## config.mk

```make
export PLATFORM = sky130hd
export DESIGN_NAME = square_locator
export DESIGN_NICKNAME = d
export VERILOG_FILES = /design/src/rtl/square_locator.sv
export SDC_FILE = /design/constraint.sdc
export NUM_CORES = 1
export LEC_CHECK = 0
export ABC_AREA = 1
export BUFFER_PORTS_ARGS = -buffer_cell sky130_fd_sc_hd__buf_2
export CORE_ASPECT_RATIO = 0.5
export CORE_MARGIN = 5
export CORE_UTILIZATION = 59
export CTS_BUF_LIST = sky130_fd_sc_hd__clkbuf_4 sky130_fd_sc_hd__clkbuf_8
export DETAILED_ROUTE_END_ITERATION = 6
export PLACE_DENSITY = 0.86
export SYNTH_ARGS = -nofsm -noshare
export SYNTH_HDL_FRONTEND = slang
export SYNTH_SLANG_ARGS = --single-unit
```

## constraint.sdc

```tcl
create_clock -name clk -period 4 [get_ports clk]
set_input_delay 0.6 -clock clk [delete_from_list [all_inputs] [get_ports clk]]
set_output_delay 0.6 -clock clk [all_outputs]
set_load 0.03 [all_outputs]
```

## src/rtl/square_locator.sv

```systemverilog
// Recovers the bounding box of hit pixels over one scanned OLED frame and reports
// it as start X/Y plus length, mirroring the square renderer's inclusive convention.
module square_locator #(
  parameter int unsigned WIDTH  = 96,
  parameter int unsigned HEIGHT = 64
) (
  input  logic        clk,
  input  logic        reset_n,
  input  logic [12:0] pixel_index,
  input  logic        pixel_valid,
  input  logic        pixel_hit,
  output logic [7:0]  X_coord_start,
  output logic [7:0]  Y_coord_start,
  output logic [7:0]  length,
  output logic        is_square,
  output logic        found,
  output logic        result_valid,
  output logic        frame_error
);

  localparam int unsigned NumPix  = WIDTH * HEIGHT;
  localparam logic [12:0] LastIdx = 13'(NumPix - 1);
  localparam logic [12:0] WidthW  = 13'(WIDTH);

  typedef enum logic [1:0] {StIdle, StScan, StDone} state_e;

  state_e      state_q, state_d;
  logic [12:0] expected_q, expected_d;
  logic [7:0]  xmin_q, xmin_d, ymin_q, ymin_d;
  logic [7:0]  xmax_q, xmax_d, ymax_q, ymax_d;
  logic        any_hit_q, any_hit_d;
  logic [7:0]  x_start_q, x_start_d, y_start_q, y_start_d;
  logic [7:0]  length_q, length_d;
  logic        is_square_q, is_square_d;
  logic        found_q, found_d;
  logic        result_valid_q, result_valid_d;
  logic        frame_error_q, frame_error_d;

  logic [7:0] px, py;
  logic [7:0] w, h;
  logic       start, take;

  assign px = 8'(pixel_index % WidthW);
  assign py = 8'(pixel_index / WidthW);
  assign w  = xmax_q - xmin_q;
  assign h  = ymax_q - ymin_q;

  always_comb begin
    state_d        = state_q;
    expected_d     = expected_q;
    xmin_d         = xmin_q;
    ymin_d         = ymin_q;
    xmax_d         = xmax_q;
    ymax_d         = ymax_q;
    any_hit_d      = any_hit_q;
    x_start_d      = x_start_q;
    y_start_d      = y_start_q;
    length_d       = length_q;
    is_square_d    = is_square_q;
    found_d        = found_q;
    result_valid_d = 1'b0;
    frame_error_d  = 1'b0;
    start          = 1'b0;
    take           = 1'b0;

    unique case (state_q)
      StIdle: begin
        if (pixel_valid && pixel_index == '0) begin
          start   = 1'b1;
          state_d = StScan;
        end
      end
      StScan: begin
        if (pixel_valid) begin
          if (pixel_index == '0) begin
            start = 1'b1;
          end else if (pixel_index == expected_q) begin
            take       = 1'b1;
            expected_d = expected_q + 13'd1;
            if (pixel_index == LastIdx) state_d = StDone;
          end else begin
            frame_error_d = 1'b1;
            state_d       = StIdle;
          end
        end
      end
      StDone: begin
        result_valid_d = 1'b1;
        found_d        = any_hit_q;
        if (any_hit_q) begin
          x_start_d   = xmin_q;
          y_start_d   = ymin_q;
          length_d    = (w > h) ? w : h;
          is_square_d = (w == h);
        end else begin
          x_start_d   = '0;
          y_start_d   = '0;
          length_d    = '0;
          is_square_d = 1'b0;
        end
        // A new frame may begin on the very cycle the result is registered.
        if (pixel_valid && pixel_index == '0) begin
          start   = 1'b1;
          state_d = StScan;
        end else begin
          state_d = StIdle;
        end
      end
      default: state_d = StIdle;
    endcase

    if (start) begin
      expected_d = 13'd1;
      xmin_d     = 8'hFF;
      ymin_d     = 8'hFF;
      xmax_d     = '0;
      ymax_d     = '0;
      any_hit_d  = 1'b0;
      take       = 1'b1;
    end

    if (take && pixel_hit) begin
      any_hit_d = 1'b1;
      if (px < xmin_d) xmin_d = px;
      if (py < ymin_d) ymin_d = py;
      if (px > xmax_d) xmax_d = px;
      if (py > ymax_d) ymax_d = py;
    end
  end

  always_ff @(posedge clk or negedge reset_n) begin
    if (!reset_n) begin
      state_q        <= StIdle;
      expected_q     <= '0;
      xmin_q         <= 8'hFF;
      ymin_q         <= 8'hFF;
      xmax_q         <= '0;
      ymax_q         <= '0;
      any_hit_q      <= 1'b0;
      x_start_q      <= '0;
      y_start_q      <= '0;
      length_q       <= '0;
      is_square_q    <= 1'b0;
      found_q        <= 1'b0;
      result_valid_q <= 1'b0;
      frame_error_q  <= 1'b0;
    end else begin
      state_q        <= state_d;
      expected_q     <= expected_d;
      xmin_q         <= xmin_d;
      ymin_q         <= ymin_d;
      xmax_q         <= xmax_d;
      ymax_q         <= ymax_d;
      any_hit_q      <= any_hit_d;
      x_start_q      <= x_start_d;
      y_start_q      <= y_start_d;
      length_q       <= length_d;
      is_square_q    <= is_square_d;
      found_q        <= found_d;
      result_valid_q <= result_valid_d;
      frame_error_q  <= frame_error_d;
    end
  end

  assign X_coord_start = x_start_q;
  assign Y_coord_start = y_start_q;
  assign length        = length_q;
  assign is_square     = is_square_q;
  assign found         = found_q;
  assign result_valid  = result_valid_q;
  assign frame_error   = frame_error_q;

endmodule

```

; ---- Yosys cells after proc, flatten, opt, wreduce, memory -nomap -nowiden
; Index checks and enable logic that the tools add are counted.
; Widths: inputs -> output; s select.
[op_classes]
add_sub_neg = 3
multipliers = 0
n_div = 2
n_lt_le_gt_ge = 5
eq_ne = 10
shifts = 0
muxes = 45
bitwise_logic = 0
n_reduce_logical = 11
[ops]
columns = cell, n
row1 = $mux 8, 16
row2 = $mux 13, 5
row3 = $gt 8x8->1, 3
row4 = $mux 1, 17
row5 = $lt 8x8->1, 2
row6 = $sub 8x8->8, 2
row7 = $add 13x1->13 const B, 1
row8 = $div 13x7->13 const B, 1
row9 = $eq 13x13->1, 1
row10 = $eq 13x13->1 const B, 1
row11 = $logic_not 13->1, 1
row12 = $mod 13x7->13 const B, 1
row13 = $mux 2, 5
row14 = $eq 8x8->1, 1
row15 = $ne 2x2->1 const B, 4
row16 = $reduce_and 4->1, 2
row17 = $reduce_bool 2->1, 4
row18 = $pmux 2 s3, 1
row19 = $ne 3x3->1 const B, 1
row20 = $eq 2x1->1 const B, 1
row21 = $eq 2x2->1 const B, 1
row22 = $logic_and 1x1->1, 2
row23 = $logic_not 2->1, 1
row24 = $pmux 1 s2, 1
row25 = $reduce_or 2->1, 1
[totals]
reg_bits = 76
latch_bits = 0
ramBits = 0
romBits = 0
input_bits = 17
mem_count = 0

; ---- Longest topological paths before layout
; Gate-level depths: netlist (run 1).
[depth]
ltp_word = 8
ltp_mapped = 28
ltp_nobuf = 28

; ---- Least setup slack after synthesis (run 1)
; OpenSTA, ideal clock, no wires.
[synth_path]
kind = input-to-reg
from = in pixel_index[12]
to = reg ymax_q[1]
t_arrival_ns = 3.268
path_slack_ns = 0.600
cell_stages = 21
n_path_buf = 3
cell_sequence = inv_1 nand4_1 nor4_1 inv_1 nor2_2 o21ai_2 clkbuf_1 clkbuf_1 nand2_1 ha_1 nand2_1 inv_1 a221oi_1 o21ai_0 a21oi_1 nor3_1 nand3_1 inv_1 clkbuf_1 nand2_1 o21ai_0
[synth_via]
elab_chain_len = 8
elab_cells_between_ends = 18
cone_classes = div (1) / order compare (1) / eq/ne (1) / mux (12) / reduce/logical (3)
[synth_rtl]
columns = element, line
row1 = start: declaration, 9  ; input logic [12:0] pixel_index,
row2 = "parallel branches: the longest is 7 deep, another holds $div 13x7->13", -
row3 = $mux 8 (*), 122  ; if (take && pixel_hit) begin
row4 = via ymax_d[1], 30  ; logic [7:0] xmax_q, xmax_d, ymax_q, ymax_d;
row5 = end signal: assignment, 153  ; ymax_q <= ymax_d;
row6 = end: declaration, 30
; Mark *: on every way through the listed nets, which the timed path passes.
; A chain may end at the register's enable or synchronous reset.

; ---- Final worst setup path (run 1)
[layout_path]
from = reg xmin_q[2]
to = reg length_q[5] (netlist: length[5])
[layout_via]
elab_chain_len = 4
[layout_rtl]
columns = element, line
row1 = start: declaration, 29  ; logic [7:0] xmin_q, xmin_d, ymin_q, ymin_d;
row2 = start signal: assignment, 150  ; xmin_q <= xmin_d;
row3 = $sub 8x8->8 (*), 45  ; assign w = xmax_q - xmin_q;
row4 = $gt 8x8->1, 93  ; length_d = (w > h) ? w : h;
row5 = $mux 8 (*), 93
row6 = $mux 8 (*), 90  ; if (any_hit_q) begin
row7 = end signal: assignment, 157  ; length_q <= length_d;
row8 = end: declaration, 33  ; logic [7:0] length_q, length_d;
; Mark *: on every way between the ends. The rest lies on a longest branch, timed or not.

==> impl_summary.md, run 1 <==
Status
The flow ran to the end, and the final reports show no timing, DRC or antenna violations.

Logic synthesis
The register bit total from synthesis is 76. The mean area per synthesized cell is 7.709 sq um. The synthesized netlist occupies a cell area of 0.005265 sq mm.

The post-synthesis adder-cell area fraction is 12.17%. The post-synthesis mux area share is 0%. By area, the combinational part of the netlist is dominated by simple AND/OR/NAND/NOR gates.

The share of flip-flops with an asynchronous set or reset after synthesis is 100.0%. The count of different cell masters after synthesis is 45. The synthesized netlist devotes 14.52% of its cell area to compound gates. The parity-gate share of the synthesized area counting xor and xnor cells is 2.828%. The top cell type by total area after synthesis is dfrtp_1. The Yosys warning count is 0.

The most common cell in the synthesized netlist is nand2_1. The proportion of synthesized chip area in sequential cells is 36.50%. The top cell type by area accounts for between 20% and 30% of the synthesized area.

In the synthesized netlist, the cells that appear most often are 139 x nand2_1, 99 x inv_1, 60 x dfrtp_1. The synthesized design contains 0 enable-type register cells. Of the total synthesized cell area, the portion taken by AND, OR, NAND and NOR gates is 25.62%. The most used flip-flop cell after synthesis is dfrtp_1. Synthesis handed over a netlist of 683 instances.

Ranked by total cell area, the synthesized netlist is headed by dfrtp_1 29%, ha_1 11%, nand2_1 9.9%, dfstp_2 8.0%, inv_1 7.1%.

Placed design
The instance area after placement is 0.005637 sq mm. The half-perimeter wire length after detailed placement is 9925 um. The number of cells in the design after placement is 839. The count of buffers inserted at the top-level ports is 44. The final weighted congestion of routability-driven global placement is approximately 0.90.

Global route
The largest net degree at the start of global routing is 77. In the global route stage, overall resource usage came out at 24.48%. The via count of the first global-routing pass is approximately 4.5k. The initial antenna violation count is 0. The first global-routing pass estimated 21,510 um of wire. The remaining global-route overflow is 0.

Timing
The worst path needs 3.599 ns of the cycle, external delays included. The clock arrives with 0.01536 ns of skew. Based on the critical path, the design can be clocked at up to 0.2779 GHz.

Setup violations remaining at the end of the flow were counted as 0. The number of pins exceeding their max-slew limit in the final report is 0. At the pin with the least slew margin, the transition time is 0.9605 ns. The worst path uses about 90% of the clock period.

Setup repair after global routing left no endpoint under its margin. The normalized max-slew margin is 35.97%. The final hold violation count is 0. In the final timing run, aggregate negative setup slack is 0 ns.

Power and ir drop
The total leakage power is 0.003131 uW. The total power divided by cell area is 285.3 mW/mm^2. IR analysis of the VDD net gives a maximum drop of around 0.16 mV.

Critical path
For this run, the slowest stage of the critical path takes around 0.55 ns. The biggest fanout along the worst timing path is 13. The largest individual stage delay along the critical path comes from the cell dfstp_2. The worst path arrival time is 3.85 ns.

The worst setup path startpoint is xmin_q[2]. STA puts the critical path data required time at between 4 and 5 ns. The endpoint class of the critical path is a flip-flop.

Walking the worst path, the cells encountered are inv_1 -> ha_1 -> inv_1 -> o21bai_1 -> a21oi_1 -> o21bai_1 -> a21oi_1 -> nor2_1 -> nor2_1 -> xor2_1 -> inv_1 -> ha_1 -> nand2_1 -> nor2_1 -> nand2_1 -> o211ai_1 -> nand2_1 -> inv_1 -> nand2_1 -> a32o_1. The startpoint identified for the worst register-to-register timing path is xmin_q[2]. The number of cells on the worst reg-to-reg path is 20.

The critical setup path kind is reg -> reg. The sort of element at the start of the critical path is a flip-flop.

Floorplan
The initial core utilization is 60.46%. The number of cell rows is 24. The height of the die is 76.80 um. The region available for standard cell placement spans 0.008708 sq mm.

The total die area is 0.01103 sq mm. The number of ports placed on the die boundary is 45. In this run the horizontal extent of the chip is about 140 um.

Cells and area
After the last flow step, the layout net total stands at 800. The synthesis-to-layout area growth is 10.98%. The final design utilization is between 60 and 70%.

For this run, the number of standard cells in the final layout without fillers is 855. The number of antenna diodes is 0. The layout cell share with drive strength beyond 1 is 16.94%. With fillers left out, the area of the finished cells amounts to 0.005843 sq mm. The layout filler cell count is 735.

Hold path
The min-delay analysis places its worst path in the category in -> async.

Routing
In this run the remaining antenna-violating nets after routing total 0. The detailed-route wire length is ~13,000 um. The remaining routing DRC violations is 0. For this block, the initial DRC count from the detailed router was 350. Using the TritonRoute via totals, the vias-per-cell ratio works out to 5.451.

After detailed routing, the average wire length per cell comes to 15.00 um. The detailed router placed 4,661 vias in this run. The iteration count of the initial detailed-routing pass is 5.

Clock tree
The maximum count of clock buffers along a single path is 2. For this design, the CTS-stage hold fixing added 0 buffers. The buffer count from post-CTS setup fixing is 0. For the worst-skew pair, the clock arrives at the later sink with an insertion delay of 0.37 ns. After clock tree synthesis, the repair step resized 0 gates. TritonCTS built the clock tree. The number of buffers added by the clock tree synthesis step is 9.

The register clock-pin slew on the reported worst setup and hold paths is 0.09 ns. The clock net sink count is 76. The tree is rooted in a clkbuf_8.

CTS built an H-tree with a depth of 3.

Flow run
The max-capacitance violation count is 0.
[cell families (layout without fill, tap and decap cells)]
group                      Yosys count  after routing
xor gates and xnor gates            17             17
other                                1              2
AOI/OAI and AO/OA                  131            131
adders and majority gates           50             50
DFF                                 76             76
buffers and inverters              116            170
and+or+nand+nor                    292            292
[state kept, by name, indices dropped and copies added, names as in the netlist, 2 cells and up]
name	cells
length	8
ymin_q	8
xmax_q	8
state_q	2
ymax_q	8
X_coord_start	8
xmin_q	8
Y_coord_start	8
expected_q	13
[per-stage QoR]
step	setup slack, ns	total power, uW	hold WS (ns)
2_1_floorplan	0.5997	981.5	0.3044
3_3_place_gp	0.3521	1049	0.4486
3_5_place_dp	0.07606	1059	0.4602
4_1_cts	0.4047	1674	0.4248
5_1_grt	0.01281	1757	0.4649
6_report	0.4015	1667	0.3805
[critical path, delay by kind of cell (launching register included)]
| kind | cells | cell delay (ns) |
|---|---|---|
| buffers and inverters | 4 | 0.43 |
| xor gates and xnor gates | 1 | 0.13 |
| AOI/OAI and AO/OA | 6 | 0.95 |
| and+or+nand+nor | 7 | 0.80 |
| DFF | 1 | 0.55 |
| adders and majority gates | 2 | 0.63 |
[report_power, final]
part	leakage (uW)	internal (uW)	switching, uW	total, uW
sequential	0.000972	772	2.02	774
clock	0.0000952	313	306	620
combinational	0.00206	88.9	185	274
[cells in the final DEF (no fill, tap or decap), types with 14 or more instances in the layout]
cell and n:
dfstp_2 16, nor3_1 15, nand2_2 14, a21oi_1 43, nand3_1 34, dfrtp_1 60, inv_1 99, buf_2 43
o21ai_0 53, nor2_1 53, nand2_1 139, ha_1 48
[area by class of cell]
cell class,instances,area [sq um],share of cell area [%]
Clock inverter,5,61.31,1.049
Clock buffer,11,145.1,2.484
Sequential cell,76,1922,32.89
Timing Repair Buffer,50,267.8,4.582
Tap cell,117,146.4,2.505
Multi-Input combinational cell,492,2910,49.81
Inverter,104,390.4,6.681
[worst paths after layout]
kind	endpoint	slack [ns]
hold / removal	xmax_q[1]	0.38
min in group clk	found	0.48
max in group asynchronous	expected_q[3]	2.99
setup reg to reg	length[5]	0.40
setup / recovery	length[5]	0.40
hold reg to reg	found	0.48
[metal layers]
layer / wire [um] / part of all wire [%] / global-route usage, %
met2: 5517 / 43 / 37.47
met5: 0 / 0 / 0
met4: 232 / 1.8 / 6.955
met1: 6044 / 47 / 34.92
met3: 1030 / 8.0 / 5.407
(Power assumes the default switching activity.)
==> inputs of run 2 (changes only) <==
--- a/config.mk
+++ b/config.mk
@@ -7,12 +7,13 @@
 export LEC_CHECK = 0
 export ABC_AREA = 1
 export BUFFER_PORTS_ARGS = -buffer_cell sky130_fd_sc_hd__buf_2
+export CAP_MARGIN = 20
 export CORE_ASPECT_RATIO = 0.5
 export CORE_MARGIN = 5
-export CORE_UTILIZATION = 59
+export CORE_UTILIZATION = 53
 export CTS_BUF_LIST = sky130_fd_sc_hd__clkbuf_4 sky130_fd_sc_hd__clkbuf_8
 export DETAILED_ROUTE_END_ITERATION = 6
-export PLACE_DENSITY = 0.86
+export PLACE_DENSITY = 0.79
 export SYNTH_ARGS = -nofsm -noshare
 export SYNTH_HDL_FRONTEND = slang
 export SYNTH_SLANG_ARGS = --single-unit
==> run 2 against run 1 <==
- clock power shrank 3.5%
- flip-flop and latch count is the same
- die area grew 10%
- hold slack lost 0.0074 ns
- setup slack gained 0.055 ns
- total power shrank 1.3%
- sequential share of layout area shrank 0.070 points
- largest cell class unchanged
- critical endpoint unchanged
==> impl_summary.md, run 2 (synthesis results as in run 1) <==
Routing
The detailed-route wire length came to 13,030 um (was 12,830 um). The iteration count of the initial detailed-routing pass is 5 (unchanged). The per-cell via count in the routed design was 5.401 (was 5.451). The wire length the detailed router placed on met1 is 6310 um (was 6044 um). The routed length per placed instance came to 14.92 um (was 15.00 um).

The number of violations reported at the end of detailed-routing iteration 0 is 291 (was 350). The remaining routing DRC violations came to 0 (unchanged). The routed wire length on met2 was 5572 um (was 5517 um). The highest routing layer actually used is met4 (unchanged). The remaining antenna violation count after routing is 0 (unchanged).

The total via count after detailed routing is 4,715 (was 4,661). The met3 layer wire length in the routed design is 897 um (was 1030 um).

Floorplan
The horizontal die dimension is 151.0 um (was 143.6 um). The number of ports placed on the die boundary is 45 (unchanged). The number of cell rows was 25 (was 24). The initial core utilization came to 55.01% (was 60.46%). The total die area is 0.01215 sq mm (was 0.01103 sq mm). The height of the die is 80.48 um (was 76.80 um). The core region area is 0.009572 sq mm (was 0.008708 sq mm).

Global route
The initial antenna violation count came to 0 (unchanged). The wire length of the first global-routing pass is 22,270 um (was 21,510 um). The largest net degree at the start of global routing was 77 (unchanged). The via count of the first global-routing pass came to 4,636 (was 4,522). The remaining global-route overflow is 0 (unchanged). The total global routing track utilization came to 23.40% (was 24.48%).

Cells and area
The layout filler cell count is 827 (was 735). The register with the highest flop count is expected_q (unchanged). The number of antenna diodes is 0 (unchanged). The number of nets in the layout is 800 (unchanged). The synthesis-to-layout area growth is 11.22% (was 10.98%). Most frequent cells in the layout: 139 x nand2_1, 99 x inv_1, 60 x dfrtp_1 (unchanged).

The number of standard cells in the layout, taps in and fillers out is 873 (was 855). The commonest non-fill, non-tap cell in the layout is nand2_1 (unchanged). The layout cell share with drive strength beyond 1 came to 16.94% (unchanged). The flip-flop count of the largest register after layout is 13 (unchanged).

The cell area after layout is 0.005856 sq mm (was 0.005843 sq mm).

Critical path
The worst path arrival time is 3.79 ns (was 3.85 ns). The critical setup path kind is reg -> reg (unchanged). Critical Path, Cell by Cell: inv_1 -> ha_1 -> inv_1 -> o21bai_1 -> a21oi_1 -> o21bai_1 -> a21oi_1 -> nor2_1 -> nor2_1 -> xor2_1 -> inv_1 -> ha_1 -> nand2_1 -> nor2_1 -> nand2_1 -> o211ai_1 -> nand2_1 -> inv_1 -> nand2_1 -> a32o_1 (unchanged). The top cell family by delay on the critical path is compound AO/OA/AOI/OAI gates (unchanged). The endpoint class of the critical path is a flip-flop (unchanged). The required arrival time at the worst endpoint was 4.25 ns (was 4.26 ns). The number of buffers and inverters on the critical path is 4 (unchanged). The critical-path cell with the highest stage delay is dfstp_2 (unchanged). The biggest fanout along the worst timing path is 13 (unchanged).

The sort of element at the start of the critical path was a flip-flop (unchanged). The maximum cell stage delay along the critical path is 0.55 ns (about the same).

Clock tree
The buffer count from post-CTS setup fixing is 0 (unchanged). The post-cts gate resize count is 0 (unchanged). The number of H-tree levels is 3 (unchanged). The clock tree from TritonCTS is done (unchanged). The register clock-pin slew on the reported worst setup and hold paths is 0.08 ns (was 0.09 ns). The library cell used as clock root buffer was clkbuf_8 (unchanged).

The clock net sink count is 76 (unchanged). The number of buffers added by the clock tree synthesis step is 9 (unchanged). The count of hold buffers inserted by post-cts repair was 0 (unchanged). The later-pin clock latency in the skew report is 0.36 ns (was 0.37 ns). The maximum count of clock buffers along a single path came to 2 (unchanged).

Timing
The normalized max-slew margin is 35.66% (was 35.97%). The final period utilization is 88.59% (was 89.96%). The sum of negative setup slack is 0 ns (unchanged). Unrepaired setup endpoints after global routing: no (unchanged). The maximum operating frequency came to 0.2822 GHz (was 0.2779 GHz). The number of pins exceeding their max-slew limit in the final report is 0 (unchanged). The minimum clock period after layout is 3.544 ns (was 3.599 ns).

The final hold violation count is 0 (unchanged). The final number of setup-violating endpoints is 0 (unchanged). The transition time at the pin with the least slew margin is 0.9651 ns (was 0.9605 ns). The setup clock skew after layout is 0.01127 ns (was 0.01536 ns).

Placed design
The number of cells in the design after placement came to 857 (was 839). The count of buffers inserted at the top-level ports was 44 (unchanged). The final weighted congestion of routability-driven global placement is 0.9190 (was 0.8973). The instance area after placement is 0.005659 sq mm (was 0.005637 sq mm). The half-perimeter wire length after detailed placement is 10,190 um (was 9925 um).

Power and ir drop
The total power divided by cell area came to 281.1 mW/mm^2 (was 285.3 mW/mm^2). The internal cell power is 1155 uW (was 1174 uW). The sequential cell fraction of total power is 47.0% (was 46.4%). The net switching power of the design is 490.5 uW (was 493.3 uW).

The switching part of the total power is 29.80% (was 29.59%). The total design power was 1646 uW (was 1667 uW). The combinational fraction of design power is 16.7% (was 16.4%). The peak supply drop is 0.1307 mV (was 0.1595 mV). The clock share of power is 36.3% (was 37.2%).

The total leakage power is 0.003136 uW (was 0.003131 uW).

Hold path
The kind of path behind the tightest hold check is in -> async (unchanged).

Status
Run status: finished, final reports clean (unchanged).

Flow run
The max-capacitance violation count is 0 (unchanged).
## run 2: cell types whose count changed in the layout (fill, tap and decap cells not counted)
cell        change
clkbuf_8        -1
clkinv_2        +2
clkinv_4        +1
clkinvlp_4      -2
## run 2: power by group through the flow
| stage | logic [uW] | registers (uW) | clock network [uW] |
|---|---|---|---|
| floorplan | 193 | 788 | 0 |
| global placement | 262 | 788 | 0 |
| detailed placement | 271 | 788 | 0 |
| CTS | 273 | 773 | 607 |
| global route | 316 | 774 | 647 |
| finish | 274 | 773 | 598 |
## run 2: layout make-up
cell class	count	area, sq um	area share [%]
Multi-Input combinational cell	492	2910	49.70
Sequential cell	76	1922	32.82
Inverter	104	390.4	6.667
Timing Repair Buffer	50	267.8	4.573
Tap cell	135	168.9	2.885
Clock buffer	10	131.4	2.244
Clock inverter	6	65.06	1.111
## run 2: stage by stage
stage | util [%] | hold slack [ns] | worst slack (ns)
CTS | 61.18 | 0.4146 | 0.4790
detailed placement | 59.12 | 0.4546 | 0.1402
finish | 61.18 | 0.3731 | 0.4563
global route | 61.18 | 0.4551 | 0.01918
floorplan | - | 0.3044 | 0.5997
global placement | 59.12 | 0.4496 | 0.3224
## run 2: worst paths after layout
path	from	to	slack, ns	cells after the start
max in group asynchronous	reset_n	Y_coord_start[2]	2.99	1
worst min-delay path	reset_n	state_q[0]	0.37	1
worst max-delay path	xmin_q[2]	length[5]	0.46	20
worst min register to register	found	found	0.47	2
worst max register to register	xmin_q[2]	length[5]	0.46	20
min in group clk	pixel_hit	ymin_q[7]	0.45	2
## run 2: metal layers
metal,track usage (%),vias to the layer above
li1,-,2344
met4,7.143,0
met3,4.510,24
met5,0,-
met2,36.19,175
met1,33.26,2172
## run 2: worst reg2reg max path: stages, from the launching register on
cell and delay [ns]:
dfstp_2 0.55, inv_1 0.10, ha_1 0.35, inv_1 0.07
o21bai_1 0.21, a21oi_1 0.10, o21bai_1 0.20, a21oi_1 0.09
nor2_1 0.09, nor2_1 0.05, xor2_1 0.12, inv_1 0.07
ha_1 0.29, nand2_1 0.08, nor2_1 0.15, nand2_1 0.07
o211ai_1 0.08, nand2_1 0.25, inv_1 0.21, nand2_1 0.08
a32o_1 0.24
==> inputs of run 3 (changes only) <==
--- a/config.mk
+++ b/config.mk
@@ -13,7 +13,7 @@
 export CORE_UTILIZATION = 53
 export CTS_BUF_LIST = sky130_fd_sc_hd__clkbuf_4 sky130_fd_sc_hd__clkbuf_8
 export DETAILED_ROUTE_END_ITERATION = 6
-export PLACE_DENSITY = 0.79
+export PLACE_DENSITY_LB_ADDON = 0.12
 export SYNTH_ARGS = -nofsm -noshare
 export SYNTH_HDL_FRONTEND = slang
 export SYNTH_SLANG_ARGS = --single-unit
==> run 3 against run 2 <==
- wire length grew 2.4%
- total power about the same
- clock power barely moved
- sequential power hardly changed
- highest routed layer unchanged
- design area hardly changed
- clock skew down 0.00051 ns
- register-to-register slack lost 0.05 ns
- maximum frequency fell by 1.3%
- die area is the same
==> impl_summary.md, run 3 (synthesis results as in run 1) <==
Timing
The sum of negative setup slack is 0 ns (unchanged). The setup clock skew after layout is 0.01076 ns (was 0.01127 ns). The final hold violation count is 0 (unchanged).

Unrepaired setup endpoints after global routing: no (unchanged). The hold slack was 0.3761 ns (was 0.3731 ns). The final number of setup-violating endpoints is 0 (unchanged). The normalized max-slew margin is 34.95% (was 35.66%). The minimum clock period after layout is 3.591 ns (was 3.544 ns).

The number of pins exceeding their max-slew limit in the final report is 0 (unchanged). The transition time at the pin with the least slew margin is 0.9758 ns (was 0.9651 ns). The maximum operating frequency is 0.2784 GHz (was 0.2822 GHz).

The final period utilization is 89.78% (was 88.59%).

Floorplan
The horizontal die dimension came to 151.0 um (unchanged). The core region area is 0.009572 sq mm (unchanged). The initial core utilization is 55.01% (unchanged). The total die area was 0.01215 sq mm (unchanged). The number of ports placed on the die boundary was 45 (unchanged). The number of cell rows is 25 (unchanged). The height of the die is 80.48 um (unchanged).

Global route
The routing usage on met1 is 35.55% (was 33.26%). The most congested layer reported by global routing is met1 (was met2). The via count of the first global-routing pass is 4,404 (was 4,636). The largest net degree at the start of global routing is 77 (unchanged). The met2 layer usage reported by global route was 34.59% (was 36.19%). The total global routing track utilization is 23.60% (was 23.40%).

The initial antenna violation count was 1 (was 0). The wire length of the first global-routing pass is 22,200 um (was 22,270 um). The routing usage on met3 is 5.355% (was 4.510%). The remaining global-route overflow is 0 (unchanged).

Cells and area
The register with the highest flop count is expected_q (unchanged). The layout filler cell count is 903 (was 827). The flip-flop count of the largest register after layout is 13 (unchanged). The number of standard cells in the layout, taps in and fillers out is 874 (was 873).

The layout cell share with drive strength beyond 1 is 16.94% (unchanged). The cell area after layout is 0.005858 sq mm (was 0.005856 sq mm). The synthesis-to-layout area growth was 11.26% (was 11.22%). The number of nets in the layout was 800 (unchanged). Most frequent cells in the layout: 139 x nand2_1, 99 x inv_1, 60 x dfrtp_1 (unchanged). The commonest non-fill, non-tap cell in the layout is nand2_1 (unchanged).

Placed design
The final weighted congestion of routability-driven global placement is 0.9312 (was 0.9190). The half-perimeter wire length after detailed placement came to 10,410 um (was 10,190 um). The number of cells in the design after placement was 857 (unchanged). The count of buffers inserted at the top-level ports is 44 (unchanged). The instance area after placement was 0.005659 sq mm (unchanged).

Critical path
The endpoint class of the critical path was a flip-flop (unchanged). The launch instance of the worst register-to-register path is xmin_q[1] (was xmin_q[2]). The reg-to-reg setup timing slack is 0.41 ns (was 0.46 ns).

The biggest fanout along the worst timing path came to 13 (unchanged). The number of cells on the worst reg-to-reg path is 20 (unchanged). The destination of the worst register-to-register timing path is length[5] (unchanged). The sort of element at the start of the critical path is a flip-flop (unchanged). The worst path arrival time was 3.84 ns (was 3.79 ns). The required arrival time at the worst endpoint was 4.25 ns (about the same). The critical setup path kind was reg -> reg (unchanged).

Routing
The remaining antenna violation count after routing came to 0 (unchanged). The number of violations reported at the end of detailed-routing iteration 0 is 274 (was 291). The per-cell via count in the routed design came to 5.317 (was 5.401). The remaining routing DRC violations is 0 (unchanged). The iteration count of the initial detailed-routing pass is 5 (unchanged). The routed length per placed instance is 15.26 um (was 14.92 um). The detailed-route wire length was 13,330 um (was 13,030 um). The total via count after detailed routing is 4,647 (was 4,715).

Clock tree
The count of hold buffers inserted by post-cts repair is 0 (unchanged). The library cell used as clock root buffer is clkbuf_8 (unchanged). The clock tree from TritonCTS is done (unchanged). The later-pin clock latency in the skew report is 0.36 ns (about the same). The clock net sink count is 76 (unchanged). The register clock-pin slew on the reported worst setup and hold paths was 0.09 ns (was 0.08 ns).

The buffer count from post-CTS setup fixing was 0 (unchanged). The number of H-tree levels is 3 (unchanged). The post-cts gate resize count is 0 (unchanged). The number of buffers added by the clock tree synthesis step is 9 (unchanged). The maximum count of clock buffers along a single path is 2 (unchanged).

Power and ir drop
The clock share of power is 36.2% (was 36.3%). The switching part of the total power is 29.71% (was 29.80%). The total power divided by cell area came to 280.7 mW/mm^2 (was 281.1 mW/mm^2).

The combinational fraction of design power was 16.8% (was 16.7%). The net switching power of the design is 488.5 uW (was 490.5 uW). The sequential cell fraction of total power came to 47.0% (about the same). The total leakage power is 0.003135 uW (was 0.003136 uW). The peak supply drop was 0.2008 mV (was 0.1307 mV). The internal cell power came to 1156 uW (was 1155 uW).

Flow run
The max-capacitance violation count is 0 (unchanged).

Hold path
The kind of path behind the tightest hold check is in -> async (unchanged).

Status
Run status: finished, final reports clean (unchanged).
run 3: changes by cell type in the layout (fill, tap and decap cells not counted), sizes merged:
cell / change
diode: +1
run 3: stage by stage:
step	util [%]	worst slack, ns	power (uW)
global placement	59.12	0.2953	1056
floorplan	-	0.5997	981.5
finish	61.20	0.4087	1644
CTS	61.18	0.4412	1662
detailed placement	59.12	0.1605	1060
global route	61.20	0.06873	1736
run 3: worst max-delay path: stages (launching register included):
cell and delay, ns:
dfstp_2 0.56, inv_1 0.10, ha_1 0.31, a21oi_1 0.17
o21bai_1 0.11, a21oi_1 0.18, o21bai_1 0.12, a21oi_1 0.14
nor2_1 0.05, nor2_1 0.11, xor2_1 0.16, inv_1 0.07
ha_1 0.30, nand2_1 0.07, nor2_1 0.14, nand2_1 0.07
o211ai_1 0.08, nand2_1 0.24, inv_1 0.21, nand2_1 0.07
a32o_1 0.24
run 3: power by group through the flow:
stage	clock [uW]	sequential, uW	combinational, uW
3_5_place_dp	0	788	272
3_3_place_gp	0	788	268
4_1_cts	615	774	274
6_report	595	774	276
5_1_grt	650	774	312
2_1_floorplan	0	788	193
run 3: area by class of cell:
class / count / area [sq um] / share of cell area [%]
Multi-Input combinational cell: 492 / 2910 / 49.68
Sequential cell: 76 / 1922 / 32.81
Inverter: 104 / 390.4 / 6.664
Timing Repair Buffer: 50 / 267.8 / 4.571
Tap cell: 135 / 168.9 / 2.883
Clock buffer: 10 / 131.4 / 2.243
Clock inverter: 6 / 65.06 / 1.111
Antenna cell: 1 / 2.502 / 0.04272
run 3: layer usage:
metal	wire, um	vias to the layer above
li1	-	2348
met1	6995	2162
met2	5300	127
met3	938	10
met4	98	0
met5	0	-
run 3: how the worst max path moves through the flow:
stage,startpoint,end,slack [ns]
final,xmin_q[1],length[5],0.41
after detailed placement,pixel_index[11],ymax_q[0],0.16
after global routing,xmin_q[1],length[5],0.07
after global placement,pixel_index[10],ymax_q[0],0.30
after CTS,xmin_q[1],length[5],0.44
after floorplan,pixel_index[12],ymax_q[1],0.60
